$ cat src/rtl/one_hot_demux_buf.sv
// Packet demultiplexer: steers a flit stream to one of PORT_NUM outputs by a
// binary index on the head flit. The route stays locked until the tail, and each port has one register stage.
module one_hot_demux_buf #(
    parameter int PORT_NUM   = 5,
    parameter int DATA_WIDTH = 32,
    parameter int SEL_WIDTH  = $clog2(PORT_NUM)
) (
    input  logic                           clk,
    input  logic                           reset,
    input  logic [DATA_WIDTH-1:0]          in_data,
    input  logic [SEL_WIDTH-1:0]           in_sel,
    input  logic                           in_head,
    input  logic                           in_tail,
    input  logic                           in_valid,
    output logic                           in_ready,
    output logic [PORT_NUM*DATA_WIDTH-1:0] out_data,
    output logic [PORT_NUM-1:0]            out_tail,
    output logic [PORT_NUM-1:0]            out_valid,
    input  logic [PORT_NUM-1:0]            out_ready,
    output logic [PORT_NUM-1:0]            route_onehot,
    output logic                           err
);

    typedef enum logic [1:0] {IDLE, ROUTE, DROP} state_t;

    state_t                  state_q;
    logic [PORT_NUM-1:0]     route_q;
    logic                    err_q;
    logic [PORT_NUM-1:0]     valid_q;
    logic [PORT_NUM-1:0]     tail_q;
    logic [DATA_WIDTH-1:0]   data_q [PORT_NUM];

    logic                    sel_ok;
    logic [PORT_NUM-1:0]     sel_onehot;
    logic [PORT_NUM-1:0]     target;
    logic [PORT_NUM-1:0]     port_free;
    logic [PORT_NUM-1:0]     wr_en;
    logic                    accept;
    logic                    fwd;

    // Widened by one bit so the range check also works when PORT_NUM is a power of two.
    assign sel_ok = ({1'b0, in_sel} < (SEL_WIDTH+1)'(PORT_NUM));

    genvar gi;
    generate
        for (gi = 0; gi < PORT_NUM; gi++) begin : g_decode
            assign sel_onehot[gi] = (in_sel == SEL_WIDTH'(gi));
        end
    endgenerate

    always_comb begin
        target = '0;
        case (state_q)
            IDLE:    target = sel_onehot;
            ROUTE:   target = route_q;
            default: target = '0;
        endcase
    end

    assign port_free = ~valid_q | out_ready;
    assign in_ready  = (state_q == DROP) || ((state_q == IDLE) && !sel_ok) || |(target & port_free);
    assign accept    = in_valid && in_ready;
    assign fwd       = accept && (((state_q == IDLE) && in_head && sel_ok) || (state_q == ROUTE));
    assign wr_en     = {PORT_NUM{fwd}} & target;

    generate
        for (gi = 0; gi < PORT_NUM; gi++) begin : g_port
            always_ff @(posedge clk or posedge reset) begin
                if (reset) begin
                    valid_q[gi] <= 1'b0;
                    tail_q[gi]  <= 1'b0;
                    data_q[gi]  <= '0;
                end else if (wr_en[gi]) begin
                    valid_q[gi] <= 1'b1;
                    tail_q[gi]  <= in_tail;
                    data_q[gi]  <= in_data;
                end else if (out_ready[gi]) begin
                    valid_q[gi] <= 1'b0;
                end
            end
            assign out_data[gi*DATA_WIDTH +: DATA_WIDTH] = data_q[gi];
        end
    endgenerate

    always_ff @(posedge clk or posedge reset) begin
        if (reset) begin
            state_q <= IDLE;
            route_q <= '0;
            err_q   <= 1'b0;
        end else begin
            err_q <= 1'b0;
            if (accept) begin
                case (state_q)
                    IDLE: begin
                        if (in_head && sel_ok) begin
                            if (!in_tail) begin
                                state_q <= ROUTE;
                                route_q <= sel_onehot;
                            end
                        end else begin
                            err_q <= 1'b1;
                            if (in_head && !in_tail) state_q <= DROP;
                        end
                    end
                    ROUTE: begin
                        // A stray head inside a packet is still forwarded, only flagged.
                        err_q <= in_head;
                        if (in_tail) begin
                            route_q <= '0;
                            state_q <= IDLE;
                        end
                    end
                    DROP: begin
                        if (in_tail) state_q <= IDLE;
                    end
                    default: state_q <= IDLE;
                endcase
            end
        end
    end

    assign out_valid    = valid_q;
    assign out_tail     = tail_q;
    assign route_onehot = route_q;
    assign err          = err_q;

endmodule

$ cat config.mk
export PLATFORM = sky130hd
export DESIGN_NAME = one_hot_demux_buf
export DESIGN_NICKNAME = d
export VERILOG_FILES = /design/src/rtl/one_hot_demux_buf.sv
export SDC_FILE = /design/constraint.sdc
export NUM_CORES = 1
export LEC_CHECK = 0
export CORE_AREA = 2 2 118 177
export CTS_BUF_LIST = sky130_fd_sc_hd__clkbuf_16
export DETAILED_ROUTE_END_ITERATION = 6
export DIE_AREA = 0 0 120 179
export PLACE_DENSITY = 0.69
export SLEW_MARGIN = 20
export SYNTH_ARGS = -nofsm -noshare
export SYNTH_HDL_FRONTEND = slang
export SYNTH_SLANG_ARGS = --single-unit
$ cat constraint.sdc
create_clock -name clk -period 11.8 [get_ports clk]
set_input_delay 2.36 -clock clk [delete_from_list [all_inputs] [get_ports clk]]
set_output_delay 2.36 -clock clk [all_outputs]
set_load 0.03 [all_outputs]
# Word-level counts from Yosys, hierarchy flattened
# Cells that the tools add are included.
[totals]
ff_bits = 178
input_bits = 45
out_inout_bits = 177
wordCells = 82
[op_classes]
magnitude_cmp = 1
eq_ne = 12
n_mux = 23
bitwise_logic = 4
reduce_logical = 24
[op_table]
columns = ["cell", "count"]
rows = [
  ["one-hot mux 5 bit (2 select lines)", 2],
  ["two-way mux 5 bit", 3],
  ["two-way mux 1 bit", 12],
  ["nonzero test 2 bit", 6],
  ["AND 5 bit", 2],
  ["two-way mux 2 bit", 4],
  ["logical AND 1 bit", 7],
  ["== test 3 x 2 -> 1 bit, second input constant", 2],
  ["inverter 5 bit", 1],
  ["bitwise OR 5 bit", 1],
  ["AND reduction 5 bit", 1],
  ["OR reduction 5 bit", 1],
  ["!= test 2 x 1 -> 1 bit, second input constant", 2],
  ["!= test 2 bit, second input constant", 2],
  ["one-hot mux 2 bit (2 select lines)", 1],
  ["AND reduction 4 bit", 1],
  ["== test 3 x 1 -> 1 bit, second input constant", 1],
  ["== test 3 bit, second input constant", 1],
  ["zero test 3 bit", 1],
  ["logical OR 1 bit", 3],
  ["< comparator 3 bit, second input constant", 1],
  ["!= test 3 x 1 -> 1 bit, second input constant", 1],
  ["!= test 3 bit, second input constant", 1],
  ["== test 2 x 1 -> 1 bit, second input constant", 1],
  ["5 further kinds", 6],
]

# Depth between registers and ports, before layout
# Gate-level depths: netlist of the first run.
[logic_depth]
ltp_word = 9
ltp_mapped = 10
ltp_nobuf = 7

# Worst setup path before layout of the first run
# No wires, ideal clock.
[synth_path]
path_kind = "input -> output"
startpoint = "input in_sel[1]"
endpoint = "output in_ready"
t_arrival_ns = 4.017
required_time_ns = 9.440
setup_slack_ns = 5.423
cell_stages = 5
n_path_buf = 1
cell_sequence = "buf_2 > nor2_1 > a22o_1 > a2111oi_4 > nand2_1"
[synth_via]
elab_chain_cells = 5
word_cells_on_any_way = 13
cone_classes = "1 x order compare; 4 x eq/ne; 1 x mux; 1 x bitwise; 6 x reduce/logical"
[synth_lines]
columns = ["item", "line", "source"]
rows = [
  ["start: declaration", "11", "input logic [SEL_WIDTH-1:0] in_sel,"],
  ["== test 3 x 1 -> 1 bit (tied with other cells)", "47", "assign sel_onehot[gi] = (in_sel == SEL_WIDTH'(gi));"],
  ["one-hot mux 5 bit (2 select lines) or zero test 1 bit (tied branches)", "53, 61", ""],
  ["AND 5 bit or logical AND 1 bit (tied branches)", "61", "assign in_ready = (state_q == DROP) || ((state_q == IDLE) && !sel_ok) || |(target & port_free);"],
  ["OR reduction 5 bit or logical OR 1 bit (tied branches)", "61", ""],
  ["logical OR 1 bit (*)", "61", ""],
  ["end: declaration", "15", "output logic in_ready,"],
]
# Every way passes the cells marked *; elsewhere a longest branch is shown, timed or not.

# Worst setup path in the final report of the first run
# Same ends and word-level chain as after synthesis.

==> flow_summary.toml, run 1 <==
[run_status]
status = "finished, final reports clean"

[min_path]
min_path_type = "reg -> reg"

[synth]
synth-seq-area-share_pct = 58.3
synth_top_flop_cell = "dfrtp_1"
synth-edff-count = 0
synth_area_um2 = 7640
synth_most_common_cell = "dfrtp_1"
yosysTopAreaCell = "dfrtp_1"
ys_ff_latch = 178
synthCells = 433
ys_warn_count = 0
ys_types = 38
syn_nets = 481
yosys-top-cells-area = "dfrtp_1 58%, mux2_4 29%, mux2_2 2.5%"
async_reset_ff_share_pct = 100
synth_top_cell_area_share_pct = 58.3
avgSynthCellArea_um2 = 17.6
synth.top_cells.by_count = "178 x dfrtp_1, 149 x mux2_4, 17 x mux2_2, 16 x buf_6"

[placement]
placed_cells = 906
placedInstanceArea_um2 = 10000
place_congestion = 0.877
io_buffers = 221
dpl.hpwl_um = 12900

[finish]
fin_nets = 709
area.sequential_um2 = 4450
layout-drive-gt1-share_pct = 31.8
area_delta_synth_final_pct = 39.2
final_cells = 938
multi_input_area_um2 = 2950
fin_util_pct = 52.9
antennaDiodeCount = 0
final_area_um2 = 10600
fill_cells = 1688

[cts]
clock_path_buffers = 2
path_clk_slew_ns = 0.06
cts_tree = "done"
cts-resized-gates = 0
cts_made_buffers = 17
cts-hold-fix-buffers = 0
post_cts_buffers = 0
clockRootBuffer = "clkbuf_16"
clkLatencyLatePin_ns = 0.43
htree_levels = 4
cts.sinks = 178

[sta]
worst_pin_slew_ns = 0.960
clock_skew_ns = 0.00912
max_slew_margin_pct = 36.0
hold_viol_final = 0
setup_tns_ns = 0
max_freq_mhz = 133
slew_violations = 0
period_share_pct = 63.5
setup_viol = 0
finalCriticalPeriod_ns = 7.49
rsz0062_at_grt = "no"

[route]
drc_errors = 0
vias = 4537
drt_iter0_markers = 163
routed_wl_um = 18900
via_per_inst = 4.84
ant_nets = 0
wl_per_cell_um = 20.2
dr.pass1.iters = 5

[worst_setup_path]
crit_top_cell = "clkdlybuf4s50_1"
crit_family = "buffers and inverters"
slowest_delay_ns = 0.85
cp.arrival_ns = 5.13
end_kind = "output port"
critPathLaunchType = "primary input"
crit_chain = "clkdlybuf4s50_1 > nor2_1 > a22o_1 > a2111oi_4 > nand2_1 > clkdlybuf4s50_1"
required_ns = 9.44
path_class = "in -> out"
worstPathMaxFanout = 9
cp_num_buf_inv = 2
critPathSlowestCell = "a2111oi_4"

[global_routing]
grt_max_degree = 97
overflow = 0
grt_pass1_vias = 4986
antenna_found_initial = 0
grt_pass1_wl_um = 29400
grt_usage_pct = 18.1

[power_and_ir_drop]
powerDensity_nw_per_um2 = 258
leakagePower_nw = 4.76
peakVddDrop_mv = 0.105
finalPower_mw = 2.74

[floorplan]
dieArea_um2 = 21500
core_region_area_um2 = 20100
io_pins = 222
fp.dieW_um = 120
start_util_pct = 38.0
die_h_um = 179
rows = 64

[flow_run]
drv_cap = 0
[area by class of cell]
cell class | instances | share of cell area [%]
Timing Repair Buffer | 229 | 21.4
Tap cell | 264 | 3.11
Clock inverter | 15 | 1.47
Clock buffer | 17 | 4.00
Sequential cell | 178 | 41.9
Multi-Input combinational cell | 227 | 27.8
Inverter | 8 | 0.330
[sequential cells by signal, summed over array words and instances, names as in the netlist]
signal and cells:
out_tail 5, err 1, out_valid 5, state_q 2
out_data 160, route_onehot 5
[cells in the final DEF (no fill, tap or decap), types with 2 or more instances in the layout]
cell type | netlist | routed
a211oi_4 | 4 | 4
a21oi_1 | 4 | 4
a22o_1 | 3 | 3
a32o_1 | 3 | 3
a32oi_1 | 2 | 2
and2_1 | 2 | 2
buf_4 | 0 | 7
bufinv_16 | 0 | 2
clkbuf_16 | 0 | 17
clkdlybuf4s50_1 | 0 | 221
clkinv_2 | 0 | 3
clkinv_4 | 0 | 5
dfrtp_1 | 178 | 178
ha_1 | 3 | 3
inv_1 | 8 | 7
inv_6 | 0 | 4
mux2_2 | 17 | 17
mux2_4 | 149 | 149
mux2i_1 | 2 | 2
nand2_1 | 8 | 8
nand2b_1 | 2 | 2
nand3_1 | 2 | 2
nor2b_1 | 4 | 4
o21ai_0 | 2 | 2
o21bai_1 | 4 | 4
[worst reg2reg max path, stage by stage, from the launching register on]
cell and delay, ns:
dfrtp_1 0.39, inv_1 0.10, ha_1 0.39, nor2b_4 0.24
a32oi_1 0.19, o22a_1 0.46, a21oi_4 0.51, buf_4 0.57
mux2_2 0.41
[per-stage QoR]
step / setup slack (ns) / hold slack (ns)
2_1_floorplan: 4.61 / 0.523
3_3_place_gp: 4.39 / 0.492
3_5_place_dp: 4.34 / 0.494
4_1_cts: 4.32 / 0.514
5_1_grt: 4.13 / 0.525
6_report: 4.31 / 0.509
[layer usage]
metal	vias to the layer above	global-route usage [%]	part of all wire [%]
met2	151	32.3	54
met5	-	0	0
met3	32	4.64	4.5
met4	0	7.45	2.4
li1	1999	-	-
met1	2355	20.5	39
[logic make-up (layout without fill, tap and decap cells)]
family	Yosys count	after routing	share of synthesized area (%)
multiplexers	168	168	32.1
adder cells (fa/ha/maj)	3	3	0.492
AO/OA/AOI/OAI	32	32	4.24
AND/OR/NAND/NOR	24	24	1.88
flip-flops	178	178	58.3
buffers and inverters	28	269	3.00
[power by group]
group | switching (mW) | internal (mW) | leakage [nW]
clock | 0.245 | 0.313 | 0.285
sequential | 0.125 | 0.807 | 2.40
combinational | 0.644 | 0.603 | 2.08
total | 1.01 | 1.72 | 4.76
[final timing paths]
kind	from	to	slack [ns]	depth (start not counted)
min in group asynchronous	reset	out_data[150]	2.47	2
setup reg to reg	state_q[1]	out_data[21]	8.43	8
hold reg to reg	out_data[62]	out_data[62]	0.51	1
hold / removal	out_data[62]	out_data[62]	0.51	1
max in group asynchronous	reset	out_data[82]	8.00	3
setup / recovery	in_sel[1]	in_ready	4.31	6
Power figures use the tool's default switching activity.
==> inputs of run 2 (changes only) <==
==> constraint.sdc (replaced) <==
create_clock -name clk -period 6.9 [get_ports clk]
set_input_delay 1.38 -clock clk [delete_from_list [all_inputs] [get_ports clk]]
set_output_delay 1.38 -clock clk [all_outputs]
set_load 0.03 [all_outputs]
==> run 2 against run 1 <==
Setup slack got worse by 3.0 ns. Critical path depth unchanged. Non-clock buffer count increased by 3. Via count decreased by 0.99%. Sequential power increased by 71%. Final cell count increased by 0.32%. Worst hold slack improved by 0.00073 ns.
==> flow_summary.toml, run 2 (synthesis gave the netlist of run 1 again) <==
[flow_run]
drv_cap = 0

[sta]
setup_slack_ns = 1.34
max_slew_margin_pct = 35.3
setup_tns_ns = 0
finalCriticalPeriod_ns = 5.56
setup_viol = 0
period_share_pct = 80.6
hold_viol_final = 0
clock_skew_ns = 0.0130
max_freq_mhz = 180
rsz0062_at_grt = "no"
slew_violations = 0
worst_pin_slew_ns = 0.971

[cts]
cts.sinks = 178
clkLatencyLatePin_ns = 0.43
post_cts_buffers = 0
cts-hold-fix-buffers = 0
cts_made_buffers = 17
clock_path_buffers = 2
clockRootBuffer = "clkbuf_16"
path_clk_slew_ns = 0.07
cts-resized-gates = 0
cts_tree = "done"
htree_levels = 4

[power_and_ir_drop]
peakVddDrop_mv = 0.191
powerDensity_nw_per_um2 = 438
leakagePower_nw = 4.76

[worst_setup_path]
worstPathMaxFanout = 9
crit_chain = "clkdlybuf4s50_1 > nor2_1 > a22o_1 > a2111oi_4 > nand2_1 > clkdlybuf4s50_1"
cp.arrival_ns = 4.18
critPathSlowestCell = "a2111oi_4"
crit_family = "buffers and inverters"
r2r_cells = 8
cp_num_buf_inv = 2
critPathLaunchType = "primary input"
crit-reg2reg-capture = "out_data[22]"
crit_start = "in_sel[1]"
required_ns = 5.52
end_kind = "output port"
path_class = "in -> out"
r2r_start = "state_q[1]"
cp.depth = 6
worst-r2r-setup-slack_ns = 3.30
slowest_delay_ns = 0.86
endpoint = "in_ready"
crit_top_cell = "clkdlybuf4s50_1"

[route]
routed_wl_um = 19000
drt_iter0_markers = 156
wl_per_cell_um = 20.2
ant_nets = 0
dr.pass1.iters = 4
drc_errors = 0
via_per_inst = 4.77
vias = 4492

[placement]
io_buffers = 221
dpl.hpwl_um = 13300
place_congestion = 0.889
pre_cts_ws_ns = 1.38

[floorplan]
rows = 64
die_h_um = 179
fp.dieW_um = 120
io_pins = 222
start_util_pct = 38.0
core_region_area_um2 = 20100
dieArea_um2 = 21500

[global_routing]
overflow = 0
grt_max_degree = 67
grtUsageMet2_pct = 32.6
grt_usage_pct = 18.2
met3_usage_pct = 4.26
antenna_found_initial = 0
grt_pass1_wl_um = 29700
grtUsageMet1_pct = 21.6
grt_pass1_vias = 4922
top_usage_layer = "met2"

[finish]
fin_nets = 712
layout_common_cells = "221 x clkdlybuf4s50_1, 178 x dfrtp_1, 149 x mux2_4, 17 x mux2_2, 17 x clkbuf_16"
antennaDiodeCount = 0
area_delta_synth_final_pct = 39.2
layout-drive-gt1-share_pct = 32.2
final_common_cell = "clkdlybuf4s50_1"
fill_cells = 1659
largest_register_ffs = 160

[run_status]
status = "finished, final reports clean"

[min_path]
min_path_type = "reg -> reg"
-- run 2: cell count changes in the layout (fill, tap and decap cells not counted) --
cell        before  now
clkinv_1         1    0
inv_6            4    3
clkinv_8         0    1
clkinv_4         5    4
buf_4            7   11
clkinv_2         3    5
clkinvlp_4       1    2
buf_6            1    0
bufinv_16        2    1
-- run 2: per-stage QoR --
stage | std cells | area (um2) | utilization, % | hold slack (ns) | total power [mW]
after floorplan | 433 | 7640 | - | 0.523 | 2.87
after global placement | 909 | 10100 | 50.1 | 0.492 | 3.72
after detailed placement | 909 | 10100 | 50.1 | 0.492 | 3.75
after CTS | 941 | 10600 | 52.9 | 0.511 | 4.70
after global routing | 941 | 10600 | 52.9 | 0.520 | 4.85
final | 941 | 10600 | 52.9 | 0.509 | 4.65
-- run 2: area by class of cell --
cell class                      count  area, um2  area share (%)
Sequential cell                   178       4450            41.9
Multi-Input combinational cell    227       2950            27.8
Timing Repair Buffer              232       2290            21.6
Clock buffer                       17        425            4.00
Tap cell                          264        330            3.11
Clock inverter                     15        139            1.31
Inverter                            8       35.0           0.329
-- run 2: routing by layer --
metal,part of all wire [%],vias up,routed length (um)
li1,-,1996,-
met1,40,2347,7640
met2,54,133,10300
met3,4.3,16,808
met4,1.4,0,262
met5,0,-,0
-- run 2: how the worst min path moves through the flow --
stage | startpoint | end | depth (start not counted)
CTS | out_tail[2] | out_tail[2] | 1
floorplan | state_q[1] | state_q[1] | 2
detailed placement | out_data[14] | out_data[14] | 1
finish | out_tail[2] | out_tail[2] | 1
global placement | out_valid[0] | out_valid[0] | 1
global route | out_data[23] | out_data[23] | 1
-- run 2: worst register-to-register path: cells and delay by family, from the launching register on --
family,cells,cell delay [ns]
DFF,1,0.39
adders and majority gates,1,0.40
AOI/OAI and AO/OA,3,1.47
and+or+nand+nor,1,0.25
muxes,1,0.39
buffers and inverters,2,0.60
-- run 2: power breakdown --
group	total [mW]	internal (mW)	switching [mW]
Clock	0.922	0.501	0.421
Sequential	1.60	1.38	0.218
Combinational	2.13	1.03	1.10
